`src/rtl/mips_ctrl_pkg.sv`:
```
// rtl/mips_ctrl_pkg.sv - shared encodings for the multicycle MIPS control unit
//
// Holds the FSM state enum, opcode and funct field values, the ALUOp enum,
// ALUControl codes and the ALUSrcB / PCSrc select codes used by the
// datapath. ALUOP_ADD is encoded as zero so that states which leave ALUOp
// unassigned naturally drive an add.
package mips_ctrl_pkg;

    typedef enum logic [3:0] {
        S_FETCH,
        S_DECODE,
        S_MEMADR,
        S_MEMRD,
        S_MEMWB,
        S_MEMWR,
        S_EXECUTE,
        S_ALUWB,
        S_BRANCH,
        S_ADDIEXEC,
        S_ADDIWB,
        S_JUMP
    } state_t;

    localparam logic [5:0] OP_RTYPE = 6'b000000;
    localparam logic [5:0] OP_LW    = 6'b100011;
    localparam logic [5:0] OP_SW    = 6'b101011;
    localparam logic [5:0] OP_BEQ   = 6'b000100;
    localparam logic [5:0] OP_ADDI  = 6'b001000;
    localparam logic [5:0] OP_J     = 6'b000010;

    localparam logic [5:0] FUNCT_ADD = 6'b100000;
    localparam logic [5:0] FUNCT_SUB = 6'b100010;
    localparam logic [5:0] FUNCT_AND = 6'b100100;
    localparam logic [5:0] FUNCT_OR  = 6'b100101;
    localparam logic [5:0] FUNCT_SLT = 6'b101010;

    typedef enum logic [1:0] {
        ALUOP_ADD   = 2'b00,
        ALUOP_SUB   = 2'b01,
        ALUOP_FUNCT = 2'b10
    } aluop_t;

    localparam logic [2:0] ALU_ADD = 3'b010;
    localparam logic [2:0] ALU_SUB = 3'b110;
    localparam logic [2:0] ALU_AND = 3'b000;
    localparam logic [2:0] ALU_OR  = 3'b001;
    localparam logic [2:0] ALU_SLT = 3'b111;

    localparam logic [1:0] SRCB_REG    = 2'b00;
    localparam logic [1:0] SRCB_FOUR   = 2'b01;
    localparam logic [1:0] SRCB_IMM    = 2'b10;
    localparam logic [1:0] SRCB_IMM_SH = 2'b11;

    localparam logic [1:0] PCSRC_ALURESULT = 2'b00;
    localparam logic [1:0] PCSRC_ALUOUT    = 2'b01;
    localparam logic [1:0] PCSRC_JUMP      = 2'b10;

endpackage

```
`src/rtl/alu_decoder.sv`:
```
// rtl/alu_decoder.sv - combinational ALUOp/Funct to ALUControl decoder
//
// Ports:
//   ALUOp      in  operation class chosen by the control FSM
//   Funct      in  instruction funct field
//   ALUControl out 3-bit ALU operation code
//   FunctValid out Funct is one of the supported R-type functions
//                  (independent of ALUOp; DECODE uses it to drop bad R-types)
module alu_decoder
    import mips_ctrl_pkg::*;
(
    input  aluop_t     ALUOp,
    input  logic [5:0] Funct,
    output logic [2:0] ALUControl,
    output logic       FunctValid
);

    logic [2:0] funct_ctrl;

    always_comb begin
        funct_ctrl = ALU_ADD;
        FunctValid = 1'b1;
        case (Funct)
            FUNCT_ADD: funct_ctrl = ALU_ADD;
            FUNCT_SUB: funct_ctrl = ALU_SUB;
            FUNCT_AND: funct_ctrl = ALU_AND;
            FUNCT_OR:  funct_ctrl = ALU_OR;
            FUNCT_SLT: funct_ctrl = ALU_SLT;
            default: begin
                funct_ctrl = ALU_ADD;
                FunctValid = 1'b0;
            end
        endcase
    end

    always_comb begin
        ALUControl = ALU_ADD;
        case (ALUOp)
            ALUOP_ADD:   ALUControl = ALU_ADD;
            ALUOP_SUB:   ALUControl = ALU_SUB;
            ALUOP_FUNCT: ALUControl = funct_ctrl;
            default:     ALUControl = ALU_ADD;
        endcase
    end

endmodule

```
`src/rtl/multicycle_control_unit.sv`:
```
// rtl/multicycle_control_unit.sv - Moore control FSM for the multicycle MIPS datapath
//
// Ports:
//   clk, reset        rising-edge clock, synchronous active-high reset
//   Op, Funct         opcode / funct fields from the instruction register
//   Zero              ALU zero flag, qualifies PCEn in BRANCH
//   IRWrite, PCEn, MemWrite, RegWrite   write enables (all 0 while reset=1)
//   IorD, RegDst, MemtoReg, ALUSrcA     1-bit datapath selects
//   ALUSrcB, PCSrc                      2-bit datapath selects
//   ALUControl                          3-bit ALU operation
module multicycle_control_unit
    import mips_ctrl_pkg::*;
(
    input  logic       clk,
    input  logic       reset,
    input  logic [5:0] Op,
    input  logic [5:0] Funct,
    input  logic       Zero,
    output logic       IRWrite,
    output logic       PCEn,
    output logic       IorD,
    output logic       MemWrite,
    output logic       RegWrite,
    output logic       RegDst,
    output logic       MemtoReg,
    output logic       ALUSrcA,
    output logic [1:0] ALUSrcB,
    output logic [1:0] PCSrc,
    output logic [2:0] ALUControl
);

    state_t state, next_state, out_state;
    aluop_t aluop;
    logic   funct_valid;
    logic   pcwrite, branch, irwrite_s, memwrite_s, regwrite_s;

    alu_decoder u_alu_decoder (
        .ALUOp      (aluop),
        .Funct      (Funct),
        .ALUControl (ALUControl),
        .FunctValid (funct_valid)
    );

    always_ff @(posedge clk) begin
        if (reset) begin
            state <= S_FETCH;
        end else begin
            state <= next_state;
        end
    end

    always_comb begin
        next_state = S_FETCH;
        case (state)
            S_FETCH: next_state = S_DECODE;
            S_DECODE: begin
                case (Op)
                    OP_LW, OP_SW: next_state = S_MEMADR;
                    OP_RTYPE:     next_state = funct_valid ? S_EXECUTE : S_FETCH;
                    OP_BEQ:       next_state = S_BRANCH;
                    OP_ADDI:      next_state = S_ADDIEXEC;
                    OP_J:         next_state = S_JUMP;
                    default:      next_state = S_FETCH;
                endcase
            end
            // Only lw and sw reach MEMADR, so anything not lw is a store.
            S_MEMADR:   next_state = (Op == OP_LW) ? S_MEMRD : S_MEMWR;
            S_MEMRD:    next_state = S_MEMWB;
            S_EXECUTE:  next_state = S_ALUWB;
            S_ADDIEXEC: next_state = S_ADDIWB;
            default:    next_state = S_FETCH;
        endcase
    end

    // While reset is high the outputs show FETCH values; the enables are
    // masked below so nothing architectural is written.
    assign out_state = reset ? S_FETCH : state;

    always_comb begin
        irwrite_s  = 1'b0;
        pcwrite    = 1'b0;
        branch     = 1'b0;
        memwrite_s = 1'b0;
        regwrite_s = 1'b0;
        IorD       = 1'b0;
        RegDst     = 1'b0;
        MemtoReg   = 1'b0;
        ALUSrcA    = 1'b0;
        ALUSrcB    = SRCB_REG;
        PCSrc      = PCSRC_ALURESULT;
        aluop      = ALUOP_ADD;
        case (out_state)
            S_FETCH: begin
                irwrite_s = 1'b1;
                pcwrite   = 1'b1;
                ALUSrcB   = SRCB_FOUR;
            end
            S_DECODE: begin
                ALUSrcB = SRCB_IMM_SH;
            end
            S_MEMADR, S_ADDIEXEC: begin
                ALUSrcA = 1'b1;
                ALUSrcB = SRCB_IMM;
            end
            S_MEMRD: begin
                IorD = 1'b1;
            end
            S_MEMWB: begin
                MemtoReg   = 1'b1;
                regwrite_s = 1'b1;
            end
            S_MEMWR: begin
                IorD       = 1'b1;
                memwrite_s = 1'b1;
            end
            S_EXECUTE: begin
                ALUSrcA = 1'b1;
                aluop   = ALUOP_FUNCT;
            end
            S_ALUWB: begin
                RegDst     = 1'b1;
                regwrite_s = 1'b1;
            end
            S_BRANCH: begin
                ALUSrcA = 1'b1;
                aluop   = ALUOP_SUB;
                PCSrc   = PCSRC_ALUOUT;
                branch  = 1'b1;
            end
            S_ADDIWB: begin
                regwrite_s = 1'b1;
            end
            S_JUMP: begin
                PCSrc   = PCSRC_JUMP;
                pcwrite = 1'b1;
            end
            default: begin
                irwrite_s = 1'b0;
            end
        endcase
    end

    assign IRWrite  = irwrite_s & ~reset;
    assign MemWrite = memwrite_s & ~reset;
    assign RegWrite = regwrite_s & ~reset;
    assign PCEn     = (pcwrite | (branch & Zero)) & ~reset;

endmodule
```
`config.mk`:
```
export PLATFORM = sky130hd
export DESIGN_NAME = multicycle_control_unit
export DESIGN_NICKNAME = d
export VERILOG_FILES = /design/src/rtl/mips_ctrl_pkg.sv /design/src/rtl/alu_decoder.sv /design/src/rtl/multicycle_control_unit.sv
export SDC_FILE = /design/constraint.sdc
export NUM_CORES = 1
export LEC_CHECK = 0
export ABC_AREA = 1
export CORE_MARGIN = 2
export CORE_UTILIZATION = 42
export CTS_BUF_LIST = sky130_fd_sc_hd__clkbuf_4 sky130_fd_sc_hd__clkbuf_8
export CTS_CLUSTER_SIZE = 25
export DETAILED_ROUTE_END_ITERATION = 8
export GPL_TIMING_DRIVEN = 0
export HOLD_SLACK_MARGIN = 0.03
export PLACE_DENSITY = 0.84
export REMOVE_ABC_BUFFERS = 1
export SYNTH_ARGS = -nofsm -noshare
export SYNTH_HDL_FRONTEND = slang
export SYNTH_SLANG_ARGS = --single-unit
```
`constraint.sdc`:
```
create_clock -name clk -period 2.91 [get_ports clk]
set_input_delay 0.873 -clock clk [delete_from_list [all_inputs] [get_ports clk]]
set_output_delay 0.873 -clock clk [all_outputs]
set_load 0.005 [all_outputs]
```
# --- Yosys cells after proc, flatten, opt, wreduce, memory -nomap -nowiden ---
# Cells that the tools add are included.
classes:
  n_addsub: 0
  mul: 0
  n_div: 0
  n_lt_le_gt_ge: 0
  n_eq_ne: 28
  n_shift: 0
  mux: 20
  bitwise_logic: 7
  n_reduce_logical: 10
ops:
  columns: ["cell", "n"]
  rows:
  - ["$eq A6 B6 Y1 const B", 7]
  - ["$pmux W4 S6", 1]
  - ["$eq A4 B3 Y1 const B", 5]
  - ["$eq A4 B4 Y1 const B", 5]
  - ["$pmux W4 S5", 1]
  - ["$eq A4 B2 Y1 const B", 4]
  - ["$pmux W3 S4", 1]
  - ["$mux W1", 10]
  - ["$eq A4 B1 Y1 const B", 2]
  - ["$logic_not A4 Y1", 2]
  - ["$pmux W2 S2", 2]
  - ["$reduce_or A2 Y1", 4]
  - ["$eq A6 B2 Y1 const B", 1]
  - ["$eq A6 B3 Y1 const B", 1]
  - ["$eq A6 B4 Y1 const B", 1]
  - ["$logic_not A6 Y1", 1]
  - ["$mux W3", 2]
  - ["$pmux W2 S3", 1]
  - ["$pmux W3 S2", 1]
  - ["$and A1 B1 Y1", 5]
  - ["$reduce_or A5 Y1", 1]
  - ["$mux W4", 1]
  - ["$reduce_or A4 Y1", 1]
  - ["$reduce_or A3 Y1", 1]
  - ["4 further kinds", 4]
word_totals:
  ff_bits: 4
  latchBits: 0
  ram_bits: 0
  rom_bits: 0
  in_bits: 15
  output_inout_bits: 15
  elab_cells: 66
  memories: 0

# --- Logic depth before layout (Yosys ltp) ---
depth:
  word_depth: 6
  mapped_depth: 10
  mapped_depth_nobuf: 10

# --- By module ---
# Synthesis repeated with hierarchy kept, for this count alone.
hier_totals:
  cells_unflattened: 132
  area_unflattened_um2: 659.4
by_module_without_submodules:
  columns: ["module", "instances", "cells_each", "area_each_um2", "seq_area_each_um2"]
  rows:
  - ["multicycle_control_unit", 1, 102, 508.0, 80.1]
  - ["alu_decoder", 1, 30, 151.4, 0.0]

# --- Worst setup path before layout ---
# Ideal clock, no wire load.
synth_path:
  kind: "in2out"
  start: "in reset"
  end: "out ALUControl[2]"
  t_arrival_ps: 1880
  required_time_ps: 2037
  path_slack_ps: 157
  cell_stages: 8
  path_buffers: 1
  cell_sequence: "buf_2 nor2_1 inv_1 nor2_2 inv_1 ha_1 inv_1 a21oi_1"
synth_between:
  elab_chain_cells: 5
  word_cells_on_any_way: 7
  classes_between: "eq/ne: 4; mux: 3"
synth_lines:
  columns: ["item", "line_no", "source"]
  rows:
  - ["from (decl)", "multicycle_control_unit.sv:15", "input logic reset,"]
  - ["$mux W4 *", "multicycle_control_unit.sv:77", "assign out_state = reset ? S_FETCH : state;"]
  - ["$eq A4 B4 Y1 or $eq A4 B3 Y1 (tied branches)", "multicycle_control_unit.sv:92", "case (out_state)"]
  - ["$pmux W2 S2 *", "multicycle_control_unit.sv:92", null]
  - ["$eq A2 B2 Y1 or $eq A2 B1 Y1 (tied branches)", "alu_decoder.sv:38", "case (ALUOp)"]
  - ["$pmux W3 S2 *", "alu_decoder.sv:38", null]
  - ["to (decl)", "multicycle_control_unit.sv:29", "output logic [2:0] ALUControl"]
# Mark *: on every way between the ends. The rest lies on a longest branch, timed or not.

# --- Worst setup path in the final report ---
layout_path:
  start: "in reset"
  end: "out RegWrite"
layout_between:
  elab_chain_cells: 5
  word_cells_on_any_way: 8
  classes_between: "eq/ne: 3; mux: 2; bitwise: 2; reduce/logical: 1"
layout_lines:
  columns: ["item", "line_no", "source"]
  rows:
  - ["$mux W4", "multicycle_control_unit.sv:77", null]
  - ["$eq A4 B4 Y1 or $eq A4 B3 Y1 (tied branches)", "multicycle_control_unit.sv:92", null]
  - ["$reduce_or A3 Y1 (no source line)", null, null]
  - ["$mux W1", "multicycle_control_unit.sv:92", null]
  - ["$and A1 B1 Y1 *", "multicycle_control_unit.sv:145", "assign RegWrite = regwrite_s & ~reset;"]
  - ["to (decl)", "multicycle_control_unit.sv:23", "output logic RegWrite,"]
# Marked as above.

==> results.toml <==
[run_status]
status = "completed"

[layout]
regArea_um2 = 80.1
largest_reg_flops = 4
drive_above_1_share = 0.303
multi_input_area_um2 = 518
instances_no_fill = 168
regMostFlops = "state"
utilization = 0.700
most-common-layout-cells = "inv_1 (20), clkdlybuf4s50_1 (17), nor2_1 (16), nand2_1 (16), nor2_2 (9)"
area_growth_pct = 60.7
fillers = 131
top_regs = "state (4)"
antenna-diode-count = 0
final_nets = 172
layout_commonest_cell = "inv_1"

[worst_setup_path]
startpoint_type = "primary input"
arrival_ns = 1.95
crit_path_end_kind = "output port"
path_cells = "buf_6, nor2_4, nand2_2, nor2_4, nor2_1, o21ai_1, clkdlybuf4s50_1"
worstSetupPathType = "in -> out"
r2r_setup_slack_ns = 1.71
cpPeakStageDelay_ns = 0.50
crit_path_top_delay_cell = "clkdlybuf4s50_1"
crit_fanout = 10
rr_endpoint = "state[1]"
cp_common_cell = "nor2_4"
critPathRequiredTime_ns = 2.04
r2r.worst_path.cells = 6
reg2reg_from = "state[1]"

[yosys]
synth-xor-area-share = 0
avgSynthCellArea_um2 = 5.43
synth-compound-area-share = 0.174
synth_cell_types = 24
syn_area_um2 = 641
synthCells = 118
ys_warn_count = 0
yosysSeqAreaShare = 0.125
synth_top_family_by_area = "simple AND/OR/NAND/NOR gates"
synth-seq-cells = 4
synthMuxAreaShare = 0
synth-simple-area-share = 0.471
yosys.area_share.adder = 0.0586

[floorplanning]
rows = 14
initial_core_util = 0.435
core_area_mm2 = 0.00147
die_w_um = 43.1
die_y_um = 43.1
io_pins = 30
die-area_mm2 = 0.00185

[drt]
route.vias.total = 885
wl_per_cell_um = 10.9
highest_layer = "met4"
ant_nets = 0
routed_wl_um = 1830
met2_length_um = 924
wl_met3_um = 85
post-route-drc-count = 0
first_pass_iters = 4
routedLengthMet1_um = 729
via_per_inst = 5.27
drt_iter0_drc = 23

[clocking]
cts_htree_levels = 1
clock-sinks = 4
path_clk_slew_ns = 0.04
max-clock-path-buffers = 2
cts_buffers = 3
clk_latency_ns = 0.24
hold_buffers = 0
cts_tree = "built"
clockRootBuffer = "clkbuf_4"

[worst_hold_path]
hold_start = "state[3]"
hold_end = "state[0]"
hold_depth = 3
hold_path.class = "reg -> reg"

[global_routing]
grt-ovfl-total = 0
grt_start_max_net_pins = 11
grt_pass1_vias = 776
grt_pass1_wl_um = 3060
antenna_found_initial = 0
grt_usage = 0.219

[sta]
worst_pin_slew_ns = 0.281
setup_viol = 0
relSlewSlack = 0.812
holdWs_ns = 0.585
setup_slack_ns = 0.0905
fin_skew_ns = 0.00424
grt_setup_unrepaired = "no"
finalHoldViolations = 0
period_share = 0.969
drv_slew = 0
period_minus_slack_ns = 2.82
fmax_mhz = 355
setup_tns_ns = 0

[place]
place_hpwl_um = 1400
numPortBuffers = 29
gp_congestion = 0.892
dp_slack_ns = -0.934
numPlacedInstances = 162

[pwr]
pwr_density_cell_mw_per_mm2 = 193
p_leak_nw = 0.442
max-vdd-ir-drop_mv = 0.334

[run]
maxCapViolations = 0
==> critical path: cells and delay by family <==
kind,cells,cell delay (ns)
buffers and inverters,2,0.63
AND/OR/NAND/NOR,4,0.38
AO/OA/AOI/OAI,1,0.06
==> power by group <==
group / total (mW) / internal (mW) / switching (mW)
logic: 0.0694 / 0.0322 / 0.0373
registers: 0.0601 / 0.0568 / 0.00332
clock network: 0.0686 / 0.0461 / 0.0226
==> how the worst max path moves through the flow <==
stage / cells past startpoint / slack, ns / end / from
after floorplan: 7 / 0.33 / ALUControl[2] / reset
after global placement: 9 / -0.90 / ALUControl[2] / reset
after detailed placement: 9 / -0.93 / ALUControl[2] / reset
after CTS: 8 / 0.002 / ALUControl[1] / reset
after global routing: 9 / 0.01 / ALUControl[2] / reset
final: 7 / 0.09 / RegWrite / reset
==> area by class of cell <==
class,instances,share of cell area
multi-input combinational,85,0.503
inverter,28,0.102
tap,16,0.0194
clock buffer,3,0.0219
timing repair buffer,32,0.276
sequential,4,0.0778
==> Yosys cell counts (all sizes together) <==
cell    number  share of area
o221ai       1          0.014
or2          1         0.0098
nor2        33           0.25
buf          1         0.0078
nand3        8          0.063
or3          1         0.0098
inv         28           0.16
nor3         3          0.031
o21ai        4          0.031
dfxtp        4           0.13
o31ai        1          0.012
nand2       18           0.11
a22oi        1          0.012
ha           3          0.059
a31oi        1         0.0098
o22ai        3          0.029
a21oi        6          0.053
a211o        1          0.014
==> layer usage <==
| layer | up-vias | GRT usage |
|---|---|---|
| met5 | - | 0 |
| li1 | 438 | - |
| met3 | 8 | 0.0426 |
| met1 | 400 | 0.242 |
| met2 | 39 | 0.364 |
| met4 | 0 | 0.170 |
==> repair_timing <==
action,4_1_cts,5_1_grt
pin swaps,4,8
hold endpoints to repair,0,0
resized for setup,36,18
buffers inserted,2,1
setup endpoints to repair,15,3
==> through the flow <==
stage | total power, mW | instance area [um2]
CTS | 0.195 | 992
finish | 0.198 | 1030
floorplan | 0.0884 | 636
global placement | 0.123 | 946
global route | 0.210 | 1030
detailed placement | 0.126 | 946
==> cells by family (layout without fill, tap and decap cells) <==
kind of cell / count (synthesis) / in the layout
adder cells (fa/ha/maj): 3 / 3
AND/OR/NAND/NOR: 64 / 64
buffers and inverters: 29 / 63
AO/OA/AOI/OAI: 18 / 18
flip-flops: 4 / 4
Note: power is estimated with default switching activity, not from simulation.
